### src/rtl/hamming_pkg.sv
// hamming_pkg
// Shared definitions for the Hamming(7,4) SECDED encoder/decoder pair.
//   - codeword bit layout (bit i holds Hamming position i+1)
//   - decoder status encoding
//   - syndrome / data widths
//   - encoder helper and data extraction helper
`timescale 1ns/1ps
package hamming_pkg;

    localparam int CODE_W = 7;
    localparam int DATA_W = 4;
    localparam int SYN_W  = 3;

    // Codeword layout, LSB first: p1, p2, d0, p4, d1, d2, d3
    localparam int POS_P1 = 0;
    localparam int POS_P2 = 1;
    localparam int POS_D0 = 2;
    localparam int POS_P4 = 3;
    localparam int POS_D1 = 4;
    localparam int POS_D2 = 5;
    localparam int POS_D3 = 6;

    typedef enum logic [1:0] {
        ST_CLEAN = 2'b00,  // no error
        ST_CORR  = 2'b01,  // single code-bit error, corrected
        ST_PAR   = 2'b10,  // overall parity bit alone was wrong
        ST_DED   = 2'b11   // double error, uncorrectable
    } status_e;

    // Data nibble {d3,d2,d1,d0} pulled out of a codeword.
    function automatic logic [DATA_W-1:0] extract_data(input logic [CODE_W-1:0] c);
        return {c[POS_D3], c[POS_D2], c[POS_D1], c[POS_D0]};
    endfunction

    // Encoder side: place data bits and compute the three check bits.
    function automatic logic [CODE_W-1:0] hamming74_encode(input logic [DATA_W-1:0] d);
        logic [CODE_W-1:0] c;
        c         = '0;
        c[POS_D0] = d[0];
        c[POS_D1] = d[1];
        c[POS_D2] = d[2];
        c[POS_D3] = d[3];
        c[POS_P1] = d[0] ^ d[1] ^ d[3];
        c[POS_P2] = d[0] ^ d[2] ^ d[3];
        c[POS_P4] = d[1] ^ d[2] ^ d[3];
        return c;
    endfunction

endpackage

### src/rtl/hamming74_syndrome.sv
// hamming74_syndrome
// Combinational syndrome and overall-parity-error computation.
// Ports:
//   i_code   [6:0]  received codeword (bit i = Hamming position i+1)
//   i_parity        received overall parity bit
//   o_syn    [2:0]  {s4,s2,s1}: failing Hamming position, 0 if none
//   o_pe            1 when the overall parity check fails
`timescale 1ns/1ps
module hamming74_syndrome
    import hamming_pkg::*;
(
    input  logic [CODE_W-1:0] i_code,
    input  logic              i_parity,
    output logic [SYN_W-1:0]  o_syn,
    output logic              o_pe
);

    logic s1, s2, s4;

    // Each check bit covers the positions whose index has that bit set.
    assign s1 = i_code[POS_P1] ^ i_code[POS_D0] ^ i_code[POS_D1] ^ i_code[POS_D3];
    assign s2 = i_code[POS_P2] ^ i_code[POS_D0] ^ i_code[POS_D2] ^ i_code[POS_D3];
    assign s4 = i_code[POS_P4] ^ i_code[POS_D1] ^ i_code[POS_D2] ^ i_code[POS_D3];

    assign o_syn = {s4, s2, s1};
    assign o_pe  = (^i_code) ^ i_parity;

endmodule

### src/rtl/hamming74_dec.sv
// hamming74_dec
// Two-stage pipelined SECDED decoder for Hamming(7,4) plus overall parity,
// with valid/ready on both sides and saturating error counters.
// Ports:
//   i_clk, i_rst_n          clock (rising edge), async active-low reset
//   i_valid / o_ready       input handshake
//   i_hamming_code, i_parity received codeword and overall parity
//   o_valid / i_ready       output handshake
//   o_data, o_status        corrected data and decode status
//   o_err_pos               syndrome (failing Hamming position, 0 if none)
//   i_cnt_clr               synchronous clear of both counters
//   o_cnt_corr              corrected (status 01/10) words delivered
//   o_cnt_uncorr            uncorrectable (status 11) words delivered
`timescale 1ns/1ps
module hamming74_dec
    import hamming_pkg::*;
#(
    parameter int CNT_W = 16
) (
    input  logic             i_clk,
    input  logic             i_rst_n,
    input  logic             i_valid,
    output logic             o_ready,
    input  logic [6:0]       i_hamming_code,
    input  logic             i_parity,
    output logic             o_valid,
    input  logic             i_ready,
    output logic [3:0]       o_data,
    output logic [1:0]       o_status,
    output logic [2:0]       o_err_pos,
    input  logic             i_cnt_clr,
    output logic [CNT_W-1:0] o_cnt_corr,
    output logic [CNT_W-1:0] o_cnt_uncorr
);

    localparam logic [CNT_W-1:0] CNT_MAX = '1;

    function automatic logic [CNT_W-1:0] sat_inc(input logic [CNT_W-1:0] c);
        return (c == CNT_MAX) ? c : c + CNT_W'(1);
    endfunction

    // One-hot mask selecting the code bit named by a non-zero syndrome.
    function automatic logic [CODE_W-1:0] flip_mask(input logic [SYN_W-1:0] syn);
        if (syn == '0) begin
            return '0;
        end
        return CODE_W'(1) << (syn - SYN_W'(1));
    endfunction

    logic              adv1, adv2;
    logic [SYN_W-1:0]  syn_in;
    logic              pe_in;
    logic              out_hs;

    logic              vld_p1_q, vld_p1_d;
    logic [CODE_W-1:0] code_p1_q, code_p1_d;
    logic [SYN_W-1:0]  syn_p1_q, syn_p1_d;
    logic              pe_p1_q, pe_p1_d;

    logic              vld_p2_q, vld_p2_d;
    logic [DATA_W-1:0] data_p2_q, data_p2_d;
    status_e           status_p2_q, status_p2_d;
    logic [SYN_W-1:0]  err_pos_p2_q, err_pos_p2_d;

    logic [CNT_W-1:0]  cnt_corr_q, cnt_corr_d;
    logic [CNT_W-1:0]  cnt_uncorr_q, cnt_uncorr_d;

    hamming74_syndrome u_syndrome (
        .i_code   (i_hamming_code),
        .i_parity (i_parity),
        .o_syn    (syn_in),
        .o_pe     (pe_in)
    );

    // A stage may take new contents when it is empty or its contents leave.
    assign adv2    = !vld_p2_q || i_ready;
    assign adv1    = !vld_p1_q || adv2;
    assign o_ready = adv1;
    assign out_hs  = vld_p2_q && i_ready;

    // ---- stage 1: capture code, syndrome and parity error ----
    always_comb begin
        vld_p1_d  = vld_p1_q;
        code_p1_d = code_p1_q;
        syn_p1_d  = syn_p1_q;
        pe_p1_d   = pe_p1_q;
        if (adv1) begin
            vld_p1_d = i_valid;
            if (i_valid) begin
                code_p1_d = i_hamming_code;
                syn_p1_d  = syn_in;
                pe_p1_d   = pe_in;
            end
        end
    end

    // ---- stage 2: classify, correct, present output ----
    always_comb begin
        vld_p2_d     = vld_p2_q;
        data_p2_d    = data_p2_q;
        status_p2_d  = status_p2_q;
        err_pos_p2_d = err_pos_p2_q;
        if (adv2) begin
            vld_p2_d = vld_p1_q;
            if (vld_p1_q) begin
                err_pos_p2_d = syn_p1_q;
                data_p2_d    = extract_data(code_p1_q);
                unique case ({pe_p1_q, syn_p1_q != '0})
                    2'b00: status_p2_d = ST_CLEAN;
                    2'b10: status_p2_d = ST_PAR;
                    2'b01: status_p2_d = ST_DED;   // even number of flips, cannot locate
                    default: begin
                        status_p2_d = ST_CORR;
                        data_p2_d   = extract_data(code_p1_q ^ flip_mask(syn_p1_q));
                    end
                endcase
            end
        end
    end

    // Clear takes priority over a same-cycle increment.
    always_comb begin
        cnt_corr_d   = cnt_corr_q;
        cnt_uncorr_d = cnt_uncorr_q;
        if (i_cnt_clr) begin
            cnt_corr_d   = '0;
            cnt_uncorr_d = '0;
        end else if (out_hs) begin
            if (status_p2_q == ST_CORR || status_p2_q == ST_PAR) begin
                cnt_corr_d = sat_inc(cnt_corr_q);
            end
            if (status_p2_q == ST_DED) begin
                cnt_uncorr_d = sat_inc(cnt_uncorr_q);
            end
        end
    end

    always_ff @(posedge i_clk or negedge i_rst_n) begin
        if (!i_rst_n) begin
            vld_p1_q     <= 1'b0;
            code_p1_q    <= '0;
            syn_p1_q     <= '0;
            pe_p1_q      <= 1'b0;
            vld_p2_q     <= 1'b0;
            data_p2_q    <= '0;
            status_p2_q  <= ST_CLEAN;
            err_pos_p2_q <= '0;
            cnt_corr_q   <= '0;
            cnt_uncorr_q <= '0;
        end else begin
            vld_p1_q     <= vld_p1_d;
            code_p1_q    <= code_p1_d;
            syn_p1_q     <= syn_p1_d;
            pe_p1_q      <= pe_p1_d;
            vld_p2_q     <= vld_p2_d;
            data_p2_q    <= data_p2_d;
            status_p2_q  <= status_p2_d;
            err_pos_p2_q <= err_pos_p2_d;
            cnt_corr_q   <= cnt_corr_d;
            cnt_uncorr_q <= cnt_uncorr_d;
        end
    end

    assign o_valid      = vld_p2_q;
    assign o_data       = data_p2_q;
    assign o_status     = status_p2_q;
    assign o_err_pos    = err_pos_p2_q;
    assign o_cnt_corr   = cnt_corr_q;
    assign o_cnt_uncorr = cnt_uncorr_q;

endmodule

### config.mk
export PLATFORM = sky130hd
export DESIGN_NAME = hamming74_dec
export DESIGN_NICKNAME = d
export VERILOG_FILES = /design/src/rtl/hamming_pkg.sv /design/src/rtl/hamming74_syndrome.sv /design/src/rtl/hamming74_dec.sv
export SDC_FILE = /design/constraint.sdc
export NUM_CORES = 1
export LEC_CHECK = 0
export CAP_MARGIN = 20
export CORE_ASPECT_RATIO = 1.4
export CORE_MARGIN = 1.5
export CORE_UTILIZATION = 51
export CTS_CLUSTER_DIAMETER = 80
export CTS_CLUSTER_SIZE = 40
export DETAILED_ROUTE_END_ITERATION = 16
export GPL_TIMING_DRIVEN = 1
export PLACE_DENSITY = 0.79
export SLEW_MARGIN = 0
export SYNTH_ARGS = -nofsm -noshare
export SYNTH_HDL_FRONTEND = slang
export SYNTH_HIERARCHICAL = 1
export SYNTH_SLANG_ARGS = --single-unit
### constraint.sdc
create_clock -name i_clk -period 2.12 [get_ports i_clk]
set_input_delay 0.636 -clock i_clk [delete_from_list [all_inputs] [get_ports i_clk]]
set_output_delay 0.636 -clock i_clk [all_outputs]
set_load 0.05 [all_outputs]
# Word-level counts from Yosys, hierarchy flattened
# Index checks and enable logic that the tools add are counted.
# word_totals
elab_cells	71
output_inout_bits	43
reg_bits	54
in_bits	13
# op_classes
shifts	1
addsub	3
n_mux	19
n_reduce_logical	18
n_bitwise	11
eq_ne	9
# op_table
operator	count
16-bit two-way mux	8
7-bit two-way mux	5
16-bit by 1-bit adder with 16-bit output (second input constant)	2
16-bit == test (second input constant)	2
1-bit XOR	10
7-bit parity	1
1-bit by 3-bit << shifter with 7-bit output (first input constant)	1
7-bit XOR	1
2-bit == test (second input constant)	3
2-bit case mux with 3 select lines	1
3-bit AND reduction	2
2-bit nonzero test	3
2-bit by 1-bit == test with 1-bit output (second input constant)	2
1-bit two-way mux	4
4-bit two-way mux	1
2-bit != test (second input constant)	2
2-bit AND reduction	2
3-bit logical NOT	1
1-bit logical OR	3
3-bit nonzero test	1
3-bit OR reduction	1
3-bit by 1-bit subtractor with 3-bit output (second input constant)	1
1-bit logical NOT	2
2-bit logical NOT	1
1-bit logical AND	1

# Logic depth before layout (Yosys ltp)
# Gate-level depths: netlist (run 1).
# logic_depth
depth_word	12
depth_mapped	7
ltp_nobuf	5

# Hierarchy
# Netlist (run 1), hierarchy kept.
# by_module_without_submodules
module	cells_each	area_per_inst_um2	instances	seq_area_each_um2
hamming74_dec	256	2602.5	1	1276.2
hamming74_syndrome	13	155.1	1	0.0

# Least setup slack after synthesis (run 1)
# No wires, ideal clock.
# synth_path
path_type	reg2reg
start	reg status_p2_q[1], in the netlist o_status[1]
end	reg cnt_uncorr_q[4], in the netlist o_cnt_uncorr[4]
path_buffers	2
required_time_ns	2.042
setup_time_ns	0.078
path_slack_ns	-0.061
arrival_time_ns	2.103
synth_period_minus_slack_ns	2.181
stages_incl_launch_ff	8
cell_sequence	dfrtp_1 ha_1 and3_1 clkbuf_1 nand3_1 clkbuf_1 or4_1 a21oi_1
# synth_between
elab_chain_len	3
# synth_lines
element	line_no	text
start: declaration	hamming74_dec.sv:62	status_e status_p2_q, status_p2_d;
start signal: assignment	hamming74_dec.sv:157	status_p2_q <= status_p2_d;
2-bit == test	hamming74_dec.sv:132	if (status_p2_q == ST_DED) begin
2-bit nonzero test (no source line)	n/a	
3-bit AND reduction (no source line)	n/a	
end signal: assignment	hamming74_dec.sv:160	cnt_uncorr_q <= cnt_uncorr_d;
end: declaration	hamming74_dec.sv:66	logic [CNT_W-1:0] cnt_uncorr_q, cnt_uncorr_d;
# Every way passes these cells.
# A chain may end at the register's enable or synchronous reset.

# Final worst setup path (run 1)
# layout_path
start	in i_hamming_code[5]
end	reg pe_p1_q
# layout_between
elab_chain_len	2
# layout_lines
element	line_no	text
start: declaration	hamming74_dec.sv:24	input logic [6:0] i_hamming_code,
7-bit parity	hamming74_syndrome.sv:26	assign o_pe = (^i_code) ^ i_parity;
1-bit XOR	hamming74_syndrome.sv:26	
via pe_in	hamming74_dec.sv:52	logic pe_in;
end signal: assignment	hamming74_dec.sv:154	pe_p1_q <= pe_p1_d;
end: declaration	hamming74_dec.sv:58	logic pe_p1_q, pe_p1_d;
# The timed path passes the listed nets, and every way through them passes these cells.

==> results of run 1 <==
[kinds of logic (layout without fill, tap and decap cells)]
logic type                 Yosys count  after routing  synth area share [%]
and+or+nand+nor                    105            105                  22.5
AOI/OAI and AO/OA                   60             60                  13.5
DFF                                 51             51                  46.3
buffers and inverters               18             96                  2.95
muxes                               16             16                  6.44
xor gates and xnor gates            14             14                  6.08
adders and majority gates            5              5                  2.27
[area by class of cell]
type	count	area [µm²]	share of cell area [%]
clock buffer	6	72.6	2.01
timing repair buffer	82	689	19.1
clock inverter	2	60.1	1.67
sequential	51	1280	35.5
multi-input combinational	200	1400	38.8
tap	66	82.6	2.29
inverter	6	22.5	0.625
[sequential cells by signal (all words and copies together) (netlist names)]
signal and cells:
o_err_pos 3, o_cnt_uncorr 16, pe_p1_q 1, o_status 2, code_p1_q 4, o_valid 1
o_data 4, o_cnt_corr 16, syn_p1_q 3, vld_p1_q 1
[per-stage QoR]
stage	TNS, ns	worst slack (ns)	cell area [µm²]
2_1_floorplan	0	0.00555	2760
3_3_place_gp	-2.92	-0.190	3470
3_5_place_dp	-4.10	-0.238	3470
4_1_cts	0	0.148	3610
5_1_grt	0	0.0642	3610
6_report	0	0.147	3610
[layer usage]
metal	track usage, %	vias up	share of wire (%)
li1	-	1186	-
met1	29.2	1180	41
met2	39.2	76	52
met3	4.63	19	4.5
met4	9.20	0	2.6
met5	0	-	0
[path summary, 6_finish.rpt]
path | startpoint | endpoint | cells past startpoint
max | i_hamming_code[5] | pe_p1_q$_DFFE_PN0P_ | 4
min in group i_clk | o_data[2]$_DFFE_PN0P_ | o_data[2]$_DFFE_PN0P_ | 2
max reg2reg | o_status[0]$_DFFE_PN0P_ | o_cnt_corr[10]$_DFFE_PN0P_ | 5
max in group asynchronous | i_rst_n | o_status[0]$_DFFE_PN0P_ | 2
min reg2reg | o_data[2]$_DFFE_PN0P_ | o_data[2]$_DFFE_PN0P_ | 2
min | i_rst_n | o_cnt_corr[3]$_DFFE_PN0P_ | 2
[report_power, final]
part,internal (W),switching [W]
sequential,0.00109,0.000119
clock,0.000472,0.000321
combinational,0.000363,0.000533
total,0.00193,0.000973
[cell usage after synthesis (2+ instances only)]
master / count / area (µm²)
sky130_fd_sc_hd__inv_1: 6 / 22.5
sky130_fd_sc_hd__buf_4: 3 / 22.5
sky130_fd_sc_hd__clkbuf_1: 7 / 26.3
sky130_fd_sc_hd__nand4_1: 12 / 75.1
sky130_fd_sc_hd__xor2_1: 7 / 61.3
sky130_fd_sc_hd__o31ai_1: 12 / 90.1
sky130_fd_sc_hd__nand4b_1: 3 / 26.3
sky130_fd_sc_hd__or4_1: 12 / 90.1
sky130_fd_sc_hd__dfrtp_1: 51 / 1280
sky130_fd_sc_hd__nor2_1: 7 / 26.3
sky130_fd_sc_hd__nand2b_1: 3 / 18.8
sky130_fd_sc_hd__o21ai_0: 13 / 65.1
sky130_fd_sc_hd__and2_1: 2 / 12.5
sky130_fd_sc_hd__nor4_1: 2 / 12.5
sky130_fd_sc_hd__mux2_2: 14 / 158
sky130_fd_sc_hd__and3_1: 5 / 31.3
sky130_fd_sc_hd__nor3_1: 6 / 30.0
sky130_fd_sc_hd__o211ai_1: 4 / 30.0
sky130_fd_sc_hd__a211oi_1: 2 / 15.0
sky130_fd_sc_hd__ha_1: 5 / 62.6
sky130_fd_sc_hd__nor4_2: 2 / 25.0
sky130_fd_sc_hd__nor2b_1: 5 / 31.3
sky130_fd_sc_hd__nand2_1: 20 / 75.1
sky130_fd_sc_hd__and4_1: 2 / 17.5
sky130_fd_sc_hd__nand4_2: 2 / 25.0
sky130_fd_sc_hd__mux2i_1: 2 / 20.0
sky130_fd_sc_hd__o41ai_1: 3 / 26.3
sky130_fd_sc_hd__or3_1: 9 / 56.3
sky130_fd_sc_hd__nand3_1: 12 / 60.1
sky130_fd_sc_hd__xnor2_1: 4 / 35.0
sky130_fd_sc_hd__a21oi_1: 22 / 110
sky130_fd_sc_hd__buf_2: 2 / 10.0
[cell usage in the layout (no fill, tap or decap), types with 5 or more instances in the layout]
cell type and instances:
sky130_fd_sc_hd__a21oi_1 22, sky130_fd_sc_hd__and3_1 5, sky130_fd_sc_hd__buf_4 66, sky130_fd_sc_hd__clkbuf_8 5, sky130_fd_sc_hd__clkdlybuf4s50_1 10, sky130_fd_sc_hd__dfrtp_1 49
sky130_fd_sc_hd__ha_1 5, sky130_fd_sc_hd__inv_1 6, sky130_fd_sc_hd__mux2_2 14, sky130_fd_sc_hd__nand2_1 20, sky130_fd_sc_hd__nand3_1 12, sky130_fd_sc_hd__nand4_1 12
sky130_fd_sc_hd__nor2_1 7, sky130_fd_sc_hd__nor2b_1 5, sky130_fd_sc_hd__nor3_1 6, sky130_fd_sc_hd__o21ai_0 13, sky130_fd_sc_hd__o31ai_1 12, sky130_fd_sc_hd__or3_1 9
sky130_fd_sc_hd__or4_1 12, sky130_fd_sc_hd__xor2_1 7
[repair_timing]
action | in CTS | in global routing
buffers inserted | 1 | 0
setup endpoints to repair | 1 | 0
hold buffers | 0 | 0
resized for setup | 1 | 0
endpoints found under the hold margin | 0 | 0
==> impl_results.rst, run 1 <==
.. list-table::
   :header-rows: 1

   * - Metric
     - Value
   * - Run status
     - complete, no violations
   * - Data arrival at the endpoint of the critical path
     - 2.17 ns
   * - Cell area after synthesis
     - 2760 µm²
   * - Number of buffers added by the clock tree synthesis step
     - 5
   * - Count of max-cap constraint violations
     - 0
   * - Longest Clk Path Bufs
     - 2
   * - Start-to-end type of the worst setup path
     - input pin to flip-flop
   * - Worst clock skew on the final layout
     - 0.0128 ns
   * - Overall routing resource usage
     - 23.4%
   * - Count of antenna diodes in the layout
     - 0
   * - Overall power of the completed layout
     - 0.00290 W
   * - Power per unit of standard cell area
     - 805 nW/µm²
   * - TritonCTS clock tree
     - built
   * - Wire length of the first global-routing pass
     - 10.9 mm
   * - Mapped Nets
     - 287
   * - Vias post-DR
     - 2,461
   * - Max VDD drop
     - 0.000826 V
   * - Max Fclk
     - 507 MHz
   * - Tmin final
     - 1.97 ns
   * - Number of antenna violations at the first check in global routing
     - 0
   * - DRC violations left
     - 0
   * - Leak pwr
     - 1.56 nW
   * - Most common flop cell mapped by yosys
     - sky130_fd_sc_hd__dfrtp_1
   * - Number of flops mapped to enable cells by yosys
     - 0
   * - Drt wl/cell
     - 15.7 µm
   * - Class of the tightest hold or removal check
     - input pin to asynchronous set/reset pin
   * - Hold Worst Slack
     - 0.309 ns
   * - Number of buffers inserted by port buffering
     - 55
   * - Die height
     - 90.0 µm
   * - Transition at the pin with the smallest max-transition slack
     - 0.704 ns
   * - Final worst-path cycle share
     - 93.1%
   * - Final number of setup-violating endpoints
     - 0
   * - Worst setup slack for register-to-register paths
     - 0.18 ns
   * - Number of buffer and inverter stages on the critical path
     - 1
   * - Die W
     - 65.1 µm
   * - Setup repair after global routing missed its margin
     - no
   * - Synthesized instance count
     - 269
   * - Max-slew violation count
     - 0
   * - Insertion delay of the later-clocked pin in the worst-skew pair
     - 0.31 ns
   * - Clock transition time at the flip-flop clock pins of the worst setup and hold paths
     - 0.10 ns
   * - Clock root buffer
     - sky130_fd_sc_hd__clkbuf_8
   * - Capturing element type of the critical path
     - flip-flop
   * - Post-layout util
     - 69.4%
   * - Layout cell share with drive strength beyond 1
     - 28.8%
   * - Synth async-reset ratio
     - 100%
   * - # clock sinks
     - 51
   * - Library cell contributing the largest single delay on the critical path
     - sky130_fd_sc_hd__clkdlybuf4s50_1
   * - I/O pins
     - 56
   * - Average instance area after synthesis
     - 10.3 µm²
   * - Filler cell count
     - 441
   * - Detailed router's first-iteration violation count
     - 134
   * - Number of synthesized register bits
     - 51
   * - Setup crit start kind
     - input pin
   * - Detail Placement HPWL
     - 4.64 mm
   * - Detail Route Antenna Nets
     - 0
   * - Final Routed Wirelength
     - 6.48 mm
   * - Total of warnings raised by yosys
     - 6
   * - Starting density of the core
     - 53.1%
   * - Standard-cell rows
     - 31
   * - Placeable core area
     - 5200 µm²
   * - Vias in the first global route
     - 2,374
   * - Maximum number of pins on one net before global-route repair
     - 52
   * - CP delay by family, top
     - XOR/XNOR gates
   * - First-pass iteration count of the detailed router
     - 4
   * - Total overflow reported by the global router
     - 0
   * - Required time of the critical path
     - 2.31 ns
   * - Finished Layout Cells
     - 413
   * - Synth unique cells
     - 40
   * - Worst-path fanout max
     - 2
   * - Final Wtd Congestion
     - 0.806
   * - Clock H-tree levels
     - 2
   * - Largest stage delay on the critical path
     - 0.48 ns
   * - Cell chain of the critical path
     - clkdlybuf4s50_1 > xor3_2 > xnor3_1 > mux2_2
   * - Via count normalized by instance count
     - 5.96
   * - Die Outline Area
     - 5860 µm²
   * - Share of synthesized area occupied by flip-flops and latches
     - 46.3%
   * - Relative slew margins
     - 52.6%
   * - Final hold viol count
     - 0
   * - Instance count after placement with tap cells included
     - 404
   * - Final net count
     - 364
   * - Syn-to-layout area delta
     - 30.8%
Power figures use the tool's default switching activity.
==> inputs of run 2 (changes only) <==
--- a/config.mk
+++ b/config.mk
@@ -19,3 +19,4 @@
 export SYNTH_HDL_FRONTEND = slang
 export SYNTH_HIERARCHICAL = 1
 export SYNTH_SLANG_ARGS = --single-unit
+export TNS_END_PERCENT = 100
==> results of run 2 <==
The final DEF is identical to that of run 1; final timing and power are the same.
